==> src/rtl/display_pkg.sv <==
// Shared constants for the writeback display controller: source selects,
// digit count and the active-low seven-segment glyph table.
package display_pkg;

  localparam logic [1:0] SEL_WRDATA = 2'd0;
  localparam logic [1:0] SEL_PC     = 2'd1;
  localparam logic [1:0] SEL_V0     = 2'd2;
  localparam logic [1:0] SEL_V1     = 2'd3;

  localparam int NUM_DIGITS = 8;

  // Glyphs as {g,f,e,d,c,b,a}, a segment is lit when its bit is 0.
  localparam logic [15:0][6:0] HEX7_TABLE = {
    7'b0001110,  // F
    7'b0000110,  // E
    7'b0100001,  // d
    7'b1000110,  // C
    7'b0000011,  // b
    7'b0001000,  // A
    7'b0010000,  // 9
    7'b0000000,  // 8
    7'b1111000,  // 7
    7'b0000010,  // 6
    7'b0010010,  // 5
    7'b0011001,  // 4
    7'b0110000,  // 3
    7'b0100100,  // 2
    7'b1111001,  // 1
    7'b1000000   // 0
  };

endpackage

==> src/rtl/hex_to_7seg.sv <==
// Combinational hex nibble to active-low seven-segment glyph.
module hex_to_7seg
  import display_pkg::*;
(
  input  logic [3:0] i_nibble,
  output logic [6:0] o_seg
);

  assign o_seg = HEX7_TABLE[i_nibble];

endmodule

==> src/rtl/wb_display_ctrl.sv <==
// Frame-synchronous snapshot of a selected pipeline word, scanned as eight
// hex digits onto a common-anode active-low display.
module wb_display_ctrl
  import display_pkg::*;
#(
  parameter int REFRESH_DIV = 100000
) (
  input  logic        Clk,
  input  logic        Reset,
  input  logic [31:0] WriteData,
  input  logic [31:0] WB_PCAddResult,
  input  logic [31:0] v0,
  input  logic [31:0] v1,
  input  logic [1:0]  Sel,
  input  logic        Hold,
  output logic [7:0]  an,
  output logic [6:0]  seg,
  output logic        dp,
  output logic [31:0] DispValue
);

  localparam int CNT_W = (REFRESH_DIV > 2) ? $clog2(REFRESH_DIV) : 1;
  localparam logic [CNT_W-1:0] CNT_MAX = CNT_W'(REFRESH_DIV - 1);

  logic [CNT_W-1:0] r_cnt;
  logic [2:0]       r_dig;
  logic [31:0]      r_disp;
  logic [7:0]       r_an;
  logic [6:0]       r_seg;
  logic             r_dp;

  logic        w_tick;
  logic        w_reload;
  logic [31:0] w_src;
  logic [3:0]  w_nibble;
  logic [6:0]  w_glyph;

  assign w_tick   = (r_cnt == CNT_MAX);
  // The reload edge is also the 7->0 digit wrap, so digit 0 is always fresh.
  assign w_reload = w_tick && (r_dig == 3'(NUM_DIGITS - 1)) && !Hold;

  always_comb begin
    w_src = WriteData;
    case (Sel)
      SEL_WRDATA: w_src = WriteData;
      SEL_PC:     w_src = WB_PCAddResult;
      SEL_V0:     w_src = v0;
      SEL_V1:     w_src = v1;
      default:    w_src = WriteData;
    endcase
  end

  assign w_nibble = r_disp[{r_dig, 2'b00} +: 4];

  hex_to_7seg u_hex (
    .i_nibble (w_nibble),
    .o_seg    (w_glyph)
  );

  always_ff @(posedge Clk or posedge Reset) begin
    if (Reset) begin
      r_cnt <= '0;
      r_dig <= '0;
    end else begin
      r_cnt <= w_tick ? '0 : r_cnt + CNT_W'(1);
      if (w_tick) r_dig <= r_dig + 3'd1;
    end
  end

  always_ff @(posedge Clk or posedge Reset) begin
    if (Reset) begin
      r_disp <= '0;
    end else if (w_reload) begin
      r_disp <= w_src;
    end
  end

  // Display drive lags the digit counter and snapshot by one edge.
  always_ff @(posedge Clk or posedge Reset) begin
    if (Reset) begin
      r_an  <= 8'hFF;
      r_seg <= 7'h7F;
      r_dp  <= 1'b1;
    end else begin
      r_an  <= ~(8'b1 << r_dig);
      r_seg <= w_glyph;
      r_dp  <= !(Hold && (r_dig == 3'd0));
    end
  end

  assign an        = r_an;
  assign seg       = r_seg;
  assign dp        = r_dp;
  assign DispValue = r_disp;

endmodule
==> config.mk <==
export PLATFORM = sky130hd
export DESIGN_NAME = wb_display_ctrl
export DESIGN_NICKNAME = d
export VERILOG_FILES = /design/src/rtl/display_pkg.sv /design/src/rtl/hex_to_7seg.sv /design/src/rtl/wb_display_ctrl.sv
export SDC_FILE = /design/constraint.sdc
export NUM_CORES = 1
export LEC_CHECK = 0
export ABC_AREA = 0
export CELL_PAD_IN_SITES_DETAIL_PLACEMENT = 0
export CELL_PAD_IN_SITES_GLOBAL_PLACEMENT = 2
export CORE_UTILIZATION = 29
export DETAILED_ROUTE_END_ITERATION = 6
export GPL_TIMING_DRIVEN = 0
export PLACE_DENSITY_LB_ADDON = 0.15
export SYNTH_ARGS = -nofsm -noshare
export SYNTH_HDL_FRONTEND = slang
export SYNTH_SLANG_ARGS = --single-unit
export TNS_END_PERCENT = 20
==> constraint.sdc <==
create_clock -name Clk -period 5.6 [get_ports Clk]
set_input_delay 0.84 -clock Clk [delete_from_list [all_inputs] [get_ports Clk]]
set_output_delay 0.84 -clock Clk [all_outputs]
set_load 0.02 [all_outputs]
==> qor.yml <==
dp_hpwl_um: 8970
cts_buffers: 9
p_int_mw: 1.05
hp-class: "register to register"
worstSetupStartpoint: "r_dig[1]"
setup.worst_path.end_class: "register"
die_y_um: 118
drc: 0
nets: 601
cp_data_required_time_ps: 5860
sw_frac_of_total_pct: 24.9
postSynthCellCount: 266
ys_types: 38
numPortBuffers: 179
worst-slew-pin-transition_ps: 886
power_mw: 1.40
cts_setup_buffers: 0
grt_pass1_wl_um: 18400
switching_power_uw: 348
grt_pass1_vias: 3362
area_growth_pct: 58.8
final.fill_count: 1209
ys.flop_type: "dfrtp_1"
viasPerCell: 4.73
ant_nets: 0
yosysTopAreaCell: "dfrtp_1"
gp_congestion: 0.757
num_vias: 3014
r2r_start: "r_dig[1]"
synth_nets: 411
async_flop_share_pct: 100
r2r_setup_slack_ps: 3020
syn_area_um2: 3920
yosys_warnings: 0
worstHoldStart: "r_cnt[0]"
num_antenna_cells: 0
start_kind: "register"
grt_use_total_pct: 17.5
cts_tree: "yes"
synth_top_cell_area_share_pct: 33.2
drt-total-wl_um: 11300
p_leak_nw: 2.52
clk-insertion-delay-late_ps: 340
cts-resized-gates: 0
synth_edf_count: 0
root_buffer: "clkbuf_16"
wl_per_cell_um: 17.7
drt_iter0_drc: 113
synth-seq-cells: 68
clock-sinks: 68
yosysSeqAreaShare_pct: 43.9
clkPwrFrac_pct: 40.3
fmax_mhz: 387
path_class: "register to register"
combPwrFrac_pct: 21.3
clock_skew_ps: 5.72
hold_violations: 0
grt-ovfl-total: 0
crit_fanout: 10
rsz0062_at_grt: "false"
start_util_pct: 29.7
fin_crit_sh_pct: 46.1
hold_buffers: 0
h-tree-depth: 3
max-slew-margin-rel_pct: 40.9
setup_violations: 0
max_cap_viol_count: 0
clockBufferDepth: 2
fin_crit_ps: 2580
die_w_um: 118
worstPathArrival_ps: 2840
drt_pass1_iterations: 4
syn_avg_cell_area_um2: 14.7
io_pins: 181
layout-drive-gt1-share_pct: 25.8
setup_tns_ps: 0
ir_drop_v: 0.000151
core_area_um2: 13200
status: "completed"
slew_violations: 0
antenna_found_initial: 0
yosys-top-cells-area: "dfrtp_1, mux4_2, dfstp_2"
num_rows: 42
grt_max_degree: 69
p_per_area_nw_per_um2: 225
cts.reportedPaths.clkPinSlew_ps: 60
p_seq_share_pct: 38.4
dieArea_um2: 14000
[layout make-up]
cell class / instances / area [µm²] / area share, %
buffer: 16 / 87.6 / 1.41
clock buffer: 9 / 225 / 3.62
clock inverter: 7 / 67.6 / 1.08
inverter: 11 / 43.8 / 0.703
multi-input combinational: 171 / 2070 / 33.2
sequential: 68 / 1720 / 27.6
tap: 176 / 220 / 3.54
timing repair buffer: 179 / 1790 / 28.8
[final timing paths]
check | endpoint | depth (start not counted)
min | r_cnt[0] | 1
max | seg[4] | 7
min in group asynchronous | r_cnt[14] | 2
max reg2reg | seg[4] | 7
max in group asynchronous | DispValue[29] | 2
min reg2reg | r_cnt[0] | 1
[kinds of logic (layout without fill, tap and decap cells)]
| family | count (synthesis) | count (layout) | share of synthesized area, % |
|---|---|---|---|
| compound gates | 10 | 10 | 1.72 |
| fa+ha+maj | 12 | 12 | 3.83 |
| flops | 68 | 68 | 43.9 |
| xor+xnor | 15 | 15 | 3.35 |
| mux | 86 | 86 | 37.0 |
| simple gates | 48 | 48 | 6.92 |
| buf+inv | 27 | 222 | 3.29 |
[metal layers]
metal  up-vias  share of wire (%)  track usage, %  wire, µm
li1       1403                  -               -         -
met1      1475                 42            21.8      4750
met2       123                 49            28.4      5500
met3        13                7.3            4.92       819
met4         0                1.9            7.45       212
met5         -                  0               0         0
[sequential cells by signal, summed over array words and instances (netlist names)]
name and cells:
seg 7, DispValue 32, r_dig 3, an 8, dp 1, r_cnt 17
[power by group through the flow]
stage / clock network (mW) / registers [mW] / logic [mW]
6_report: 0.564 / 0.537 / 0.299
5_1_grt: 0.597 / 0.541 / 0.320
3_5_place_dp: 0 / 0.546 / 0.303
3_3_place_gp: 0 / 0.545 / 0.302
2_1_floorplan: 0 / 0.574 / 0.102
4_1_cts: 0.575 / 0.538 / 0.305
[synth_stat cells, types with 2 or more instances]
library cell / count
dfstp_2: 16
dfrtp_1: 52
mux2i_1: 8
buf_2: 7
buf_6: 2
clkbuf_1: 3
xnor2_1: 7
and4_1: 4
inv_1: 11
nand3_1: 10
a21oi_1: 2
ha_1: 12
xor2_1: 8
mux4_2: 36
mux2_2: 35
nand4_1: 4
mux4_1: 4
o21ai_0: 2
nor2_1: 10
o31ai_1: 2
or3_1: 2
nand2_1: 10
mux2i_4: 2
buf_1: 3
[cells in the final DEF, fill, tap and decap left out, drive strengths merged, types with 8 or more instances in the layout]
cell type / instances
clkdlybuf4s50: 179
dfrtp: 52
mux4: 40
mux2: 36
dfstp: 16
buf: 13
ha: 12
clkbuf: 12
inv: 11
nand2: 10
nand3: 10
nor2: 10
mux2i: 10
xor2: 8
[metrics by stage]
stage	setup WS (ps)	cells	utilization, %	cell area [µm²]	hold slack, ps
4_1_cts	2940	637	47.2	6230	488
3_5_place_dp	2760	621	45.0	5940	478
2_1_floorplan	3070	266	-	3920	436
3_3_place_gp	1820	621	45.0	5930	478
6_report	3020	637	47.2	6230	484
5_1_grt	2810	637	47.2	6230	515
[critical path, stage by stage, from the launching register on]
cell     delay, ps
dfrtp_1        380
buf_6          190
mux4_1         640
mux2i_1        490
inv_1          130
ha_1           260
mux2_2         260
o21ai_0        150
Power figures use the tool's default switching activity.
